### src/rtl/prach_ditfft3_bf3_pkg.sv
// prach_pkg: shared PRACH sample types, phase type and 19->18 bit narrowing
package prach_pkg;
  localparam int PRACH_DW = 18;
  typedef struct packed {
    logic signed [PRACH_DW-1:0] re;
    logic signed [PRACH_DW-1:0] im;
  } sample_t;
  typedef logic [1:0] phase_t;
  function automatic logic signed [PRACH_DW-1:0] sat19to18(input logic signed [PRACH_DW:0] v, input logic sat);
    return (sat && v[PRACH_DW] != v[PRACH_DW-1]) ? {v[PRACH_DW], {(PRACH_DW-1){~v[PRACH_DW]}}} : v[PRACH_DW-1:0];
  endfunction
endpackage

### src/rtl/prach_ditfft3_bf3_if.sv
// prach_ditfft3_bf3_if: streamed sample bus into and out of the final radix-3 butterfly
interface prach_ditfft3_bf3_if;
  import prach_pkg::*;
  logic signed [PRACH_DW-1:0] din_dr, din_di, dout_dr, dout_di;
  logic din_dv, sync_in, dout_dv, sync_out;
  modport master (output din_dr, din_di, din_dv, sync_in, input dout_dr, dout_di, dout_dv, sync_out);
  modport slave (input din_dr, din_di, din_dv, sync_in, output dout_dr, dout_di, dout_dv, sync_out);
endinterface

### src/rtl/prach_ditfft3_bf3_delay.sv
// prach_ditfft3_bf3_delay: fixed-depth shift register with async reset
module prach_ditfft3_bf3_delay #(
  parameter int W = 1,
  parameter int D = 3
) (
  input  logic         clk,
  input  logic         rst,
  input  logic [W-1:0] d,
  output logic [W-1:0] q
);
  logic [W-1:0] sr [D];
  always_ff @(posedge clk or posedge rst)
    if (rst) sr <= '{default: '0};
    else begin
      sr[0] <= d;
      for (int i = 1; i < D; i++) sr[i] <= sr[i-1];
    end
  assign q = sr[D-1];
endmodule

### src/rtl/prach_ditfft3_bf3.sv
// prach_ditfft3_bf3: final radix-3 DIT butterfly; define PRACH_DITFFT3_BF3_SAT_EN to saturate instead of wrap
module prach_ditfft3_bf3
  import prach_pkg::*;
(
  input logic                  clk,
  input logic                  rst,
  prach_ditfft3_bf3_if.slave   bus
);
`ifdef PRACH_DITFFT3_BF3_SAT_EN
  localparam logic sat_en = 1'b1;
`else
  localparam logic sat_en = 1'b0;
`endif
  phase_t cnt, ph, ph_d;
  sample_t din, hold, x1, x2, y0_d, o;
  logic dv_d, sync_d;
  logic signed [PRACH_DW:0] s_re, s_im, d_re, d_im;
  assign ph   = (bus.din_dv && bus.sync_in) ? 2'd0 : cnt;
  assign din  = '{re: bus.din_dr, im: bus.din_di};
  assign s_re = 19'(hold.re) + 19'(din.re);
  assign s_im = 19'(hold.im) + 19'(din.im);
  assign d_re = 19'(hold.re) - 19'(din.re);
  assign d_im = 19'(hold.im) - 19'(din.im);
  always_ff @(posedge clk or posedge rst)
    if (rst) begin
      cnt  <= '0;
      hold <= '0;
      x1   <= '0;
      x2   <= '0;
    end else if (bus.din_dv) begin
      cnt <= (ph == 2'd2) ? 2'd0 : ph + 2'd1;
      if (ph == 2'd1) hold <= din;
      if (ph == 2'd2) begin
        x1 <= '{re: sat19to18(d_re, sat_en), im: sat19to18(d_im, sat_en)};
        x2 <= '{re: sat19to18(s_re, sat_en), im: sat19to18(s_im, sat_en)};
      end
    end
  // phase travels with the sample so the output mux knows which result to emit
  prach_ditfft3_bf3_delay #(.W($bits(sample_t) + 2), .D(3)) u_data (
    .clk(clk), .rst(rst), .d({ph, din}), .q({ph_d, y0_d})
  );
  prach_ditfft3_bf3_delay #(.W(2), .D(3)) u_ctrl (
    .clk(clk), .rst(rst), .d({bus.din_dv, bus.din_dv & bus.sync_in}), .q({dv_d, sync_d})
  );
  assign o            = (ph_d == 2'd0) ? y0_d : (ph_d == 2'd1) ? x1 : x2;
  assign bus.dout_dr  = o.re;
  assign bus.dout_di  = o.im;
  assign bus.dout_dv  = dv_d;
  assign bus.sync_out = sync_d;
endmodule

### src/flat_wrapper.sv
// flat-port wrapper written by rule: the top's interface ports become plain ports
module prach_ditfft3_bf3_flat import prach_pkg::*;
  (clk, rst, bus_din_dr, bus_din_di, bus_din_dv, bus_sync_in, bus_dout_dr, bus_dout_di, bus_dout_dv, bus_sync_out);
  prach_ditfft3_bf3_if bus_i ();
  input logic clk;
  input logic rst;
  input wire logic [$bits(bus_i.din_dr)-1:0] bus_din_dr;
  input wire logic [$bits(bus_i.din_di)-1:0] bus_din_di;
  input wire logic [$bits(bus_i.din_dv)-1:0] bus_din_dv;
  input wire logic [$bits(bus_i.sync_in)-1:0] bus_sync_in;
  output wire logic [$bits(bus_i.dout_dr)-1:0] bus_dout_dr;
  output wire logic [$bits(bus_i.dout_di)-1:0] bus_dout_di;
  output wire logic [$bits(bus_i.dout_dv)-1:0] bus_dout_dv;
  output wire logic [$bits(bus_i.sync_out)-1:0] bus_sync_out;
  assign bus_i.din_dr = bus_din_dr;
  assign bus_i.din_di = bus_din_di;
  assign bus_i.din_dv = bus_din_dv;
  assign bus_i.sync_in = bus_sync_in;
  assign bus_dout_dr = bus_i.dout_dr;
  assign bus_dout_di = bus_i.dout_di;
  assign bus_dout_dv = bus_i.dout_dv;
  assign bus_sync_out = bus_i.sync_out;
  prach_ditfft3_bf3 u_core (.clk(clk), .rst(rst), .bus(bus_i));
endmodule
### config.mk
export PLATFORM = sky130hd
export DESIGN_NAME = prach_ditfft3_bf3_flat
export DESIGN_NICKNAME = d
export VERILOG_FILES = /design/src/rtl/prach_ditfft3_bf3_pkg.sv /design/src/rtl/prach_ditfft3_bf3_if.sv /design/src/rtl/prach_ditfft3_bf3_delay.sv /design/src/rtl/prach_ditfft3_bf3.sv /design/src/flat_wrapper.sv
export SDC_FILE = /design/constraint.sdc
export NUM_CORES = 1
export LEC_CHECK = 0
export ABC_AREA = 0
export CORE_ASPECT_RATIO = 1.1
export CORE_MARGIN = 2
export CORE_UTILIZATION = 55
export CTS_CLUSTER_SIZE = 20
export DETAILED_ROUTE_END_ITERATION = 7
export HOLD_SLACK_MARGIN = 0.1
export PLACE_DENSITY = 0.81
export SETUP_SLACK_MARGIN = 0.4
export SYNTH_ARGS = -nofsm -noshare
export SYNTH_HDL_FRONTEND = slang
export SYNTH_SLANG_ARGS = --single-unit
### constraint.sdc
create_clock -name clk -period 8.8 [get_ports clk]
set_input_delay 0.88 -clock clk [delete_from_list [all_inputs] [get_ports clk]]
set_output_delay 0.88 -clock clk [all_outputs]
set_load 0.1 [all_outputs]
### Yosys cells after proc, flatten, opt, wreduce, memory -nomap -nowiden

Cells that the tools add are included.

* bits in registers: 230
* output and inout bits: 38
* word-level logic and storage cells: 30

* add/sub/neg operators: 5
* equal/unequal tests: 3
* multiplexer cells: 4
* bitwise gates (word level): 1
* reduce and logical (&&, ||, !) cells: 4

Operators with widths (number)
* 2-to-1 mux 36 bit: 2
* adder 18 bit: 2
* subtractor 18 bit: 2
* equality test 2 x 1 -> 1 bit (second input constant): 2
* 2-to-1 mux 2 bit: 2
* AND reduction 2 bit: 2
* adder 2 x 1 -> 2 bit (second input constant): 1
* equality test 2 bit (second input constant): 1
* zero test 2 bit: 1
* bitwise AND 1 bit: 1
* logical AND 1 bit: 1

### Depth between registers and ports, before layout

* depth in word-level cells: 4
* mapped depth: 12

### Cells and area by module

Synthesis repeated with hierarchy kept, for this count alone.

* cells, all modules: 1097
* area, all modules: 11498.5 um^2

Modules (own cells, without submodules)
* prach_ditfft3_bf3: times used 1, cells each 935, area an instance 8187.9 um^2, seq. area each 2702.6 um^2
* prach_ditfft3_bf3_delay (u_core.u_data): times used 1, cells each 153, area an instance 3141.8 um^2, seq. area each 2852.7 um^2
* prach_ditfft3_bf3_delay (u_core.u_ctrl): times used 1, cells each 9, area an instance 168.9 um^2, seq. area each 150.1 um^2

### Least setup slack after synthesis

No wires, ideal clock.

* path kind: flip-flop to output port
* from: reg u_core.u_data.sr, in the netlist u_core.u_data.q[36]
* to: out bus_dout_di[14]
* arrival: 3334 ps
* required time: 7920 ps
* setup slack: 4586 ps
* cell stages (with the launch flop): 5
* path through: dfrtp_1 clkbuf_1 buf_1 mux2i_1 o21ai_0

* cells in the longest elaborated chain, start to end: 3

Ends and longest elaborated chain
* start: declaration: line prach_ditfft3_bf3_delay.sv:11 `logic [W-1:0] sr [D];`
* equality test 2 x 1 -> 1 bit: line prach_ditfft3_bf3.sv:45 `assign o = (ph_d == 2'd0) ? y0_d : (ph_d == 2'd1) ? x1 : x2;`
* 2-to-1 mux 36 bit: line prach_ditfft3_bf3.sv:45
* 2-to-1 mux 36 bit (*): line prach_ditfft3_bf3.sv:45
* end: declaration: line flat_wrapper.sv:12 `output wire logic [$bits(bus_i.dout_di)-1:0] bus_dout_di;`

Every way passes the cells marked *; elsewhere a longest branch is shown, timed or not.

### Final worst setup path

* from: reg u_core.u_data.sr, in the netlist u_core.u_data.q[36]
* to: out bus_dout_dr[6]

* cells in the longest elaborated chain, start to end: 3

Ends and longest elaborated chain
* equality test 2 x 1 -> 1 bit: line prach_ditfft3_bf3.sv:45
* 2-to-1 mux 36 bit: line prach_ditfft3_bf3.sv:45
* 2-to-1 mux 36 bit (*): line prach_ditfft3_bf3.sv:45
* end: declaration: line flat_wrapper.sv:11 `output wire logic [$bits(bus_i.dout_dr)-1:0] bus_dout_dr;`

Marks and branches as above.

==> results.cfg <==
[run_status]
status = finished, final reports clean

[timing]
finalMaxSlewViolations = 0
finalClockSkew_ns = 0.0118
setup_violations = 0
fmax_mhz = 248
hold_ws_ns = 0.339
finalCritPeriodShare = 0.459
fin_crit_ns = 4.04
max_slew_margin = 0.310
worstMarginPinSlew_ns = 1.03
tns_ns = 0
hold_viol = 0
rsz0062_at_grt = false
layout_setup_ws_ns = 4.76

[yosys]
synth_top_area_cell = dfrtp_1
ys_seq_elements = 228
synth_xor_area_frac = 0.0454
synth_edf_count = 0
async_reset_ff_frac = 1.00
synthCells = 1038
yosys.area_share.simple = 0.103
syn_avg_cell_area_um2 = 10.6
syn_area_um2 = 11000
netlist.area_leader.share = 0.519
yosysSeqAreaShare = 0.519
netlist-cell-type-count = 66
synth.yosys.warnings = 0
synth_top_family_by_area = compound AO/OA/AOI/OAI gates
synth_most_common_cell = dfrtp_1
syn-num-nets = 1150
synth_flop_cell = dfrtp_1
synthAdderAreaFrac = 0.0847
synth_compound_area_frac = 0.133
synthMuxAreaShare = 0.0700
netlist_top_cells_count = dfrtp_1, nand2_1, o21ai_0
yosys-top-cells-area = dfrtp_1, ha_1, o21ai_0, xnor2_1, nand2_1

[layout]
multi_input_area_um2 = 4820
num_antenna_cells = 0
fillers = 1538
syn2layout_area_growth_pct = 16.6
layout-drive-gt1-share = 0.101
nets = 1209
seq_area_um2 = 5710
final_area_um2 = 12800

[drt]
vias_per_cell = 5.47
dr_total_vias = 7478
drt_iter0_drc = 370
wl_um = 21800
wl_met3_um = 813
drc = 0
final_antenna_net_count = 0
first_pass_iters = 4
drt-met1-wl_um = 9400
wl_met2_um = 11100
wl_per_cell_um = 15.9
route.top_layer_used = met4

[critical_path]
cpMaxStageDelayCell = clkdlybuf4s50_1
worstSetupPathType = register to primary output
reg2reg_slack_ns = 6.00
crit_chain = buf_4, mux2i_1, o21ai_0, clkdlybuf4s50_1
crit_buf_inv = 2
cp.arrival_ns = 3.16
cpLargestDelayFamily = buffers and inverters
endpoint_kind = primary output
slowest_delay_ns = 1.22
start_kind = register
crit_fanout = 35
critPathRequiredTime_ns = 7.92

[global_route]
grt.overflow.total = 0
grt_pass1_wl_um = 36900
grt_pass1_vias = 7566
grt_use_total = 0.210
grt_antenna_before_repair = 0
grt_max_degree = 110

[clocking]
clock_latency_ns = 0.51
root_buffer = clkbuf_16
cts_tree = done
post-cts-setup-buffers = 0
path_clk_slew_ns = 0.06
htree_levels = 1
cts-buffers-inserted = 24
hold_buffers = 0
ctsLongestPathBuffers = 3
cts_resized = 0
clock-sinks = 228

[power_and_ir_drop]
power.total_w = 0.00425
vdd_drop_max_v = 0.000264
power.density_nw_per_um2 = 332
power_leakage_nw = 5.86

[placement]
dp_slack_ns = 4.90
io_buffers = 77
dp_hpwl_um = 14600
gp_congestion = 0.893
placed_area_um2 = 11900

[floorplan]
initial_core_util = 0.557
fp.dieH_um = 152
coreArea_um2 = 19700
rows = 54
die-width_um = 139
io_pins = 78
die_area_um2 = 21100

[worst_hold_path]
hold_class = register to register

[flow_run]
cap_violations = 0
## per-layer routing
metal	track usage	up-vias
li1	-	3641
met1	0.274	3628
met2	0.369	167
met3	0.0302	42
met4	0.0592	0
met5	0	-
## logic make-up after synthesis
logic type / count (synthesis)
fa+ha+maj: 72
compound gates: 236
flops: 228
buf+inv: 121
mux: 72
xor+xnor: 57
simple gates: 252
## layout by cell type (no fill, tap or decap), drive strengths merged, types with 4 or more instances in the layout
| cell | n |
|---|---|
| dfrtp | 228 |
| nand2 | 116 |
| o21ai | 111 |
| clkdlybuf4s50 | 77 |
| inv | 71 |
| ha | 68 |
| nor2 | 62 |
| a21oi | 56 |
| xnor2 | 50 |
| clkbuf | 37 |
| mux2i | 36 |
| mux2 | 36 |
| nand3 | 13 |
| nor3 | 12 |
| a21o | 12 |
| nor2b | 11 |
| o31ai | 11 |
| nand2b | 9 |
| xor2 | 7 |
| buf | 7 |
| nor4 | 7 |
| o21bai | 6 |
| o21a | 5 |
| a211oi | 5 |
| or4 | 4 |
| fa | 4 |
| a221oi | 4 |
## path summary, 6_finish.rpt
check / from / endpoint / cells after the start
max in group asynchronous: rst / u_core.u_data.q[0] / 3
min reg2reg: u_core.u_data.sr[63] / u_core.u_data.q[25] / 0
max: u_core.u_data.q[36] / bus_dout_dr[6] / 4
min: u_core.u_data.sr[63] / u_core.u_data.q[25] / 0
max reg2reg: u_core.hold[0] / u_core.x1[14] / 12
min in group asynchronous: rst / u_core.u_data.sr[42] / 2
## report_power, final
part	total, W	switching (W)	internal [W]
logic	0.00175	0.00115	0.000604
clock network	0.00108	0.000399	0.000684
registers	0.00142	0.000137	0.00128
total	0.00425	0.00168	0.00257
## final cells by class
cell class                 count  area share
inverter                      70      0.0211
clock inverter                 7     0.00947
tap                          252      0.0246
timing repair buffer          84      0.0642
multi-input combinational    689       0.376
clock buffer                  37      0.0594
sequential                   228       0.445
## sequential cells by signal, summed over array words and instances, names as in the netlist
register / count
u_core.u_data.sr: 76
u_core.u_data.q: 38
u_core.hold: 36
u_core.x2: 36
u_core.x1: 34
u_core.u_ctrl.sr: 4
u_core.cnt: 2
u_core.u_ctrl.q: 2
## through the flow
step / utilization / cells
3_3_place_gp: 0.605 / 1323
5_1_grt: 0.650 / 1367
2_1_floorplan: - / 1038
6_report: 0.650 / 1367
3_5_place_dp: 0.605 / 1323
4_1_cts: 0.650 / 1367
No activity file was read; power rests on OpenSTA's default activity.
